`config.mk`:
```
export PLATFORM = sky130hd
export DESIGN_NAME = uart_tx_fifo_core
export DESIGN_NICKNAME = d
export VERILOG_FILES = /design/src/rtl/uart_tx_fifo_core.sv
export SDC_FILE = /design/constraint.sdc
export NUM_CORES = 1
export LEC_CHECK = 0
export ABC_AREA = 1
export ABC_CLOCK_PERIOD_IN_PS = 2100
export CELL_PAD_IN_SITES_DETAIL_PLACEMENT = 1
export CELL_PAD_IN_SITES_GLOBAL_PLACEMENT = 2
export CORE_AREA = 2 2 98 100
export DETAILED_ROUTE_END_ITERATION = 16
export DIE_AREA = 0 0 100 102
export PLACE_DENSITY = 0.76
export SLEW_MARGIN = 10
export SYNTH_ARGS = -nofsm -noshare
export SYNTH_HDL_FRONTEND = slang
export SYNTH_SLANG_ARGS = --single-unit
```
`constraint.sdc`:
```
create_clock -name clk_100MHz -period 2.1 [get_ports clk_100MHz]
set_clock_uncertainty 0.05 [all_clocks]
set_input_delay 0.21 -clock clk_100MHz [delete_from_list [all_inputs] [get_ports clk_100MHz]]
set_output_delay 0.21 -clock clk_100MHz [all_outputs]
set_load 0.02 [all_outputs]
```
`src/rtl/uart_tx_fifo_core.sv`:
```
// uart_tx_fifo_core: UART transmitter with a free-running baud tick generator and a TX FIFO.
// The host pushes words into the FIFO. The FSM pops each word and sends it LSB first as
// start, DBITS data bits, an optional parity bit and a stop period.
// Optional feature: define UART_TX_PARITY_EN to insert a parity bit whose sense is PARITY_ODD.
module uart_tx_fifo_core #(
  parameter int DBITS      = 8,
  parameter int SB_TICK    = 16,
  parameter int BR_LIMIT   = 204,
  parameter int BR_BITS    = 8,
  parameter int FIFO_AW    = 2,
  parameter int PARITY_ODD = 0
) (
  input  logic             clk_100MHz,
  input  logic             reset,
  input  logic             wr_en,
  input  logic [DBITS-1:0] wr_data,
  output logic             full,
  output logic             empty,
  output logic [FIFO_AW:0] count,
  output logic             overflow,
  output logic             tx,
  output logic             busy,
  output logic             tx_done
);

  localparam int                 Depth  = 1 << FIFO_AW;
  localparam int                 NW     = (DBITS > 1) ? $clog2(DBITS) : 1;
  localparam logic [BR_BITS-1:0] BrLast = BR_BITS'(BR_LIMIT - 1);
  localparam logic [FIFO_AW:0]   DepthW = (FIFO_AW + 1)'(Depth);
  localparam logic [NW-1:0]      NLast  = NW'(DBITS - 1);
  // SB_TICK = 32 maps to 31, so a 5-bit tick counter covers two stop bits.
  localparam logic [4:0]         SLast  = 5'(SB_TICK - 1);
  localparam logic [4:0]         BitEnd = 5'd15;

  // Reject parameter sets the counters cannot represent.
  if (PARITY_ODD > 1 || (2 ** BR_BITS) < BR_LIMIT) begin : g_param_check
    $error("uart_tx_fifo_core: invalid parameter combination");
  end

  typedef enum logic [2:0] {
    StIdle,
    StStart,
    StData,
`ifdef UART_TX_PARITY_EN
    StParity,
`endif
    StStop
  } state_e;

  // ---------------------------------------------------------------------------
  // Baud tick generator
  // ---------------------------------------------------------------------------
  logic [BR_BITS-1:0] br_q, br_d;
  logic               tick;

  // Free-running counter; tick marks the last cycle of each period.
  always_comb begin
    tick = (br_q == BrLast);
    br_d = tick ? '0 : br_q + 1'b1;
  end

  // Baud counter register.
  always_ff @(posedge clk_100MHz) begin
    if (reset) br_q <= '0;
    else       br_q <= br_d;
  end

  // ---------------------------------------------------------------------------
  // TX FIFO
  // ---------------------------------------------------------------------------
  logic [DBITS-1:0]   mem_q [Depth];
  logic [FIFO_AW-1:0] wptr_q, rptr_q;
  logic [FIFO_AW:0]   count_q, count_d;
  logic               full_q, full_d, empty_q, empty_d, overflow_q, overflow_d;
  logic               pop, push;

  // A write while full is accepted only if the FSM frees a slot in the same cycle.
  always_comb begin
    push       = wr_en && (!full_q || pop);
    count_d    = count_q;
    if (push && !pop)      count_d = count_q + 1'b1;
    else if (pop && !push) count_d = count_q - 1'b1;
    full_d     = (count_d == DepthW);
    empty_d    = (count_d == '0);
    overflow_d = overflow_q | (wr_en & full_q & ~pop);
  end

  // FIFO pointers, occupancy and registered flags.
  always_ff @(posedge clk_100MHz) begin
    if (reset) begin
      wptr_q     <= '0;
      rptr_q     <= '0;
      count_q    <= '0;
      full_q     <= 1'b0;
      empty_q    <= 1'b1;
      overflow_q <= 1'b0;
    end else begin
      if (push) wptr_q <= wptr_q + 1'b1;
      if (pop)  rptr_q <= rptr_q + 1'b1;
      count_q    <= count_d;
      full_q     <= full_d;
      empty_q    <= empty_d;
      overflow_q <= overflow_d;
    end
  end

  // FIFO storage; contents need no reset because the pointers define validity.
  always_ff @(posedge clk_100MHz) begin
    if (push) mem_q[wptr_q] <= wr_data;
  end

  // ---------------------------------------------------------------------------
  // Transmit FSM
  // ---------------------------------------------------------------------------
  state_e           state_q, state_d;
  logic [4:0]       s_q, s_d;
  logic [NW-1:0]    n_q, n_d;
  logic [DBITS-1:0] shreg_q, shreg_d;
`ifdef UART_TX_PARITY_EN
  logic             par_q, par_d;
`endif

  // FSM and datapath registers.
  always_ff @(posedge clk_100MHz) begin
    if (reset) begin
      state_q <= StIdle;
      s_q     <= '0;
      n_q     <= '0;
      shreg_q <= '0;
`ifdef UART_TX_PARITY_EN
      par_q   <= 1'b0;
`endif
    end else begin
      state_q <= state_d;
      s_q     <= s_d;
      n_q     <= n_d;
      shreg_q <= shreg_d;
`ifdef UART_TX_PARITY_EN
      par_q   <= par_d;
`endif
    end
  end

  // Next-state logic; all bit phases advance only on baud ticks.
  always_comb begin
    state_d = state_q;
    s_d     = s_q;
    n_d     = n_q;
    shreg_d = shreg_q;
    pop     = 1'b0;
`ifdef UART_TX_PARITY_EN
    par_d   = par_q;
`endif
    unique case (state_q)
      StIdle: begin
        if (!empty_q) begin
          pop     = 1'b1;
          shreg_d = mem_q[rptr_q];
          s_d     = '0;
          n_d     = '0;
`ifdef UART_TX_PARITY_EN
          par_d   = (^mem_q[rptr_q]) ^ 1'(PARITY_ODD);
`endif
          state_d = StStart;
        end
      end
      StStart: begin
        if (tick) begin
          if (s_q == BitEnd) begin
            s_d     = '0;
            state_d = StData;
          end else begin
            s_d = s_q + 1'b1;
          end
        end
      end
      StData: begin
        if (tick) begin
          if (s_q == BitEnd) begin
            s_d     = '0;
            shreg_d = shreg_q >> 1;
            if (n_q == NLast) begin
              n_d = '0;
`ifdef UART_TX_PARITY_EN
              state_d = StParity;
`else
              state_d = StStop;
`endif
            end else begin
              n_d = n_q + 1'b1;
            end
          end else begin
            s_d = s_q + 1'b1;
          end
        end
      end
`ifdef UART_TX_PARITY_EN
      StParity: begin
        if (tick) begin
          if (s_q == BitEnd) begin
            s_d     = '0;
            state_d = StStop;
          end else begin
            s_d = s_q + 1'b1;
          end
        end
      end
`endif
      StStop: begin
        if (tick) begin
          if (s_q == SLast) begin
            s_d     = '0;
            state_d = StIdle;
          end else begin
            s_d = s_q + 1'b1;
          end
        end
      end
      default: state_d = StIdle;
    endcase
  end

  // Outputs decoded from the current state.
  always_comb begin
    tx      = 1'b1;
    busy    = (state_q != StIdle);
    tx_done = (state_q == StStop) && tick && (s_q == SLast);
    unique case (state_q)
      StIdle:   tx = 1'b1;
      StStart:  tx = 1'b0;
      StData:   tx = shreg_q[0];
`ifdef UART_TX_PARITY_EN
      StParity: tx = par_q;
`endif
      StStop:   tx = 1'b1;
      default:  tx = 1'b1;
    endcase
  end

  assign full     = full_q;
  assign empty    = empty_q;
  assign count    = count_q;
  assign overflow = overflow_q;

endmodule

```
==> results of run 1 <==
[flip-flops by register name, indices dropped and copies added (netlist names), 2 cells and up, named ones only]
name / count
rptr_q: 2
wptr_q: 2
n_q: 3
state_q: 2
mem_q: 32
br_q: 8
shreg_q: 8
count: 3
s_q: 5
[final timing paths]
check	end	cells after the start	startpoint	slack, ns
worst min-delay path	br_q[0]	1	br_q[0]	0.42
worst min register to register	br_q[0]	1	br_q[0]	0.42
worst max register to register	mem_q[0][6]	7	state_q[0]	0.26
worst max-delay path	tx	4	state_q[0]	0.19
[metrics by stage]
stage / total power, mW / hold WS (ns)
3_3_place_gp: 3.97 / 0.395
3_5_place_dp: 4.03 / 0.407
4_1_cts: 5.08 / 0.428
5_1_grt: 5.46 / 0.450
2_1_floorplan: 3.42 / 0.259
6_report: 4.97 / 0.417
[Yosys cell counts, types with 3 or more instances]
master,count,area [sq um]
nand2_1,62,233
nor3_1,4,20.0
buf_4,3,22.5
nor2_1,70,263
a21oi_1,18,90.1
xor2_1,3,26.3
buf_2,4,20.0
nand3_1,12,60.1
ha_1,15,188
o21ai_0,37,185
dfxtp_1,38,761
o21ai_1,5,25.0
inv_1,48,180
edfxtp_1,32,961
[layer usage]
metal	GRT usage [%]	wire [um]
met2	25.9	3380
met5	0	0
met4	6.22	99
met1	18.6	3320
met3	3.01	138
[final cells by class]
cell class              instances  area share (%)
flip-flops and latches         70            46.0
multi-input cells             246            33.4
repair buffers                 29            6.89
inverters                      50            5.02
well taps                     111            3.71
clock buffers                   9            3.31
clock inverters                 7            1.64
[placed cells by master (no fill, tap or decap), drive strengths merged]
cell type,Yosys,final
xor2,3,3
clkbuf,2,10
nand4,2,2
dfxtp,38,38
a21oi,19,19
nand3,14,14
edfxtp,32,32
dlygate4sd2,0,2
ha,15,15
or2,2,2
inv,50,55
clkdlybuf4s50,0,16
o21a,2,2
and3,1,1
nor3b,2,2
o21ai,42,42
nor3,4,4
buf,8,10
nand2,65,65
clkinvlp,0,2
o211ai,1,1
xnor2,1,1
a31oi,2,2
nor2,71,71
[power by group through the flow]
stage | Clock (mW) | Combinational (mW) | Sequential (mW)
finish | 1.04 | 2.09 | 1.84
global route | 1.13 | 2.45 | 1.88
CTS | 1.09 | 2.15 | 1.85
detailed placement | 0 | 2.15 | 1.88
global placement | 0 | 2.11 | 1.87
floorplan | 0 | 1.54 | 1.88
[what timing repair did]
item / 4_1_cts / 5_1_grt
setup endpoints to repair: 3 / 1
hold buffers: 0 / 0
gates resized for setup: 3 / 2
buffers inserted: 0 / 0
[logic make-up after synthesis]
group / count (synthesis) / share of synthesized area [%]
xor gates and xnor gates: 4 / 1.09
DFF: 70 / 53.5
buffers and inverters: 60 / 7.73
adders and majority gates: 15 / 5.83
AOI/OAI and AO/OA: 66 / 10.9
and+or+nand+nor: 161 / 20.9
==> metrics.csv, run 1 <==
metric;value;unit
outcome;finished clean;
Syn Nets;402;
Post-Route WL;6.94;mm
row count;35;
register area;1720;sq um
mapped cell area;3220;sq um
TNS Setup;0;ns
Post-DP HPWL;5.02;mm
Die ar.;10200;sq um
Switching Share;41.6;%
vias in the first global route;2570;
final worst setup slack;0.190;ns
Post-synth ARST share;0;%
Final Util;41.1;%
Worst path top cell family by delay;buffers and inverters;
pin count of the biggest net entering global routing;21;
first-pass GRT wire length;12.0;mm
post-route insts no fill;522;
Setup CP Type;reg -> out;
final number of max-transition violations;0;
Avg Cell Area, Syn;8.56;sq um
switching power;2.07;mW
leakage power;1.58;nW
crit path DAT;1.65;ns
area grow syn2layout;16.2;%
depth of the CTS H-tree;3;
final setup fails;0;
worst ir drop on vdd;0.000483;V
Routed wire per std cell;13.3;um
Cells after Synth;376;
via count;2475;
flops & latches, synth;70;
clock tree buffer depth;2;
Tcrit/Tclk final;91.0;%
clock latency on the worst-skew pair;0.35;ns
Fillers;1079;
hold crit path type;reg -> reg;
Core Region;9110;sq um
post-synth cell types;31;
Starting DRT DRC Count;36;
DP Area;3560;sq um
Multi-input gate area;1250;sq um
Placed Cells;506;
part of the power in registers;37.0;%
CP cell instances;inv_1 -> ha_1 -> o21ai_0 -> dlygate4sd2_1;
Root Buffer;clkbuf_8;
top_reg_cell synth;dfxtp_1;
# DRC;0;
via density per instance;4.74;
final non-filler cell area;3740;sq um
detailed-router iteration count before antenna repair;4;
min Tclk post-route;1.91;ns
# IOs;20;
endpoint class of the critical path;output pin;
layout cell share with drive strength beyond 1;9.25;%
Starting Density;35.3;%
Highest Clock Rate;524;MHz
Die Wd;100;um
internal power;2.90;mW
warnings from Yosys;0;
Critical Path RT;1.84;ns
Clock power frac;20.9;%
register area share after synthesis;53.5;%
antenna violations before repair;0;
Tot GR Track Use;15.1;%
Maximum Capacitance Violations;0;
Comb pwr share;42.0;%
total gr overflow;0;
slowest CP cell;dfxtp_1;
count of input and output buffers;19;
CP max FO;5;
Place WS;0.155;ns
layout net count;432;
endpoints failing hold;0;
Least-Margin Pin Slew;0.533;ns
Worst slew margin;64.4;%
Post-synth EDFFs;32;
total CTS buffers;9;
Reg clk slew, reported paths;0.08;ns
Post-DRT Antenna Nets;0;
RSZ-0062 raised after global routing;false;
RD Place Congestion;0.815;
Inserted Diodes;0;
CTS tree;yes;
Worst path max stage delay;0.39;ns
Die H;102;um
CP bufs+invs;2;
PwrDens;1330;nW/um^2
clock sinks;70;
CP Launch Type;flop;
Note: power is estimated with default switching activity, not from simulation.
==> run 2, diff against run 1 <==
--- a/config.mk
+++ b/config.mk
@@ -12,6 +12,7 @@
 export CORE_AREA = 2 2 98 100
 export DETAILED_ROUTE_END_ITERATION = 16
 export DIE_AREA = 0 0 100 102
+export GPL_ROUTABILITY_DRIVEN = 0
 export PLACE_DENSITY = 0.76
 export SLEW_MARGIN = 10
 export SYNTH_ARGS = -nofsm -noshare
==> results of run 2 <==
Final layout, timing and power as in run 1 (identical DEF).
==> run 3, diff against run 2 <==
--- a/config.mk
+++ b/config.mk
@@ -10,6 +10,7 @@
 export CELL_PAD_IN_SITES_DETAIL_PLACEMENT = 1
 export CELL_PAD_IN_SITES_GLOBAL_PLACEMENT = 2
 export CORE_AREA = 2 2 98 100
+export CTS_CLUSTER_SIZE = 12
 export DETAILED_ROUTE_END_ITERATION = 16
 export DIE_AREA = 0 0 100 102
 export GPL_ROUTABILITY_DRIVEN = 0
@@ -18,3 +19,4 @@
 export SYNTH_ARGS = -nofsm -noshare
 export SYNTH_HDL_FRONTEND = slang
 export SYNTH_SLANG_ARGS = --single-unit
+export TNS_END_PERCENT = 1
==> results of run 3 <==
Final layout, timing and power as in run 1 (identical DEF).
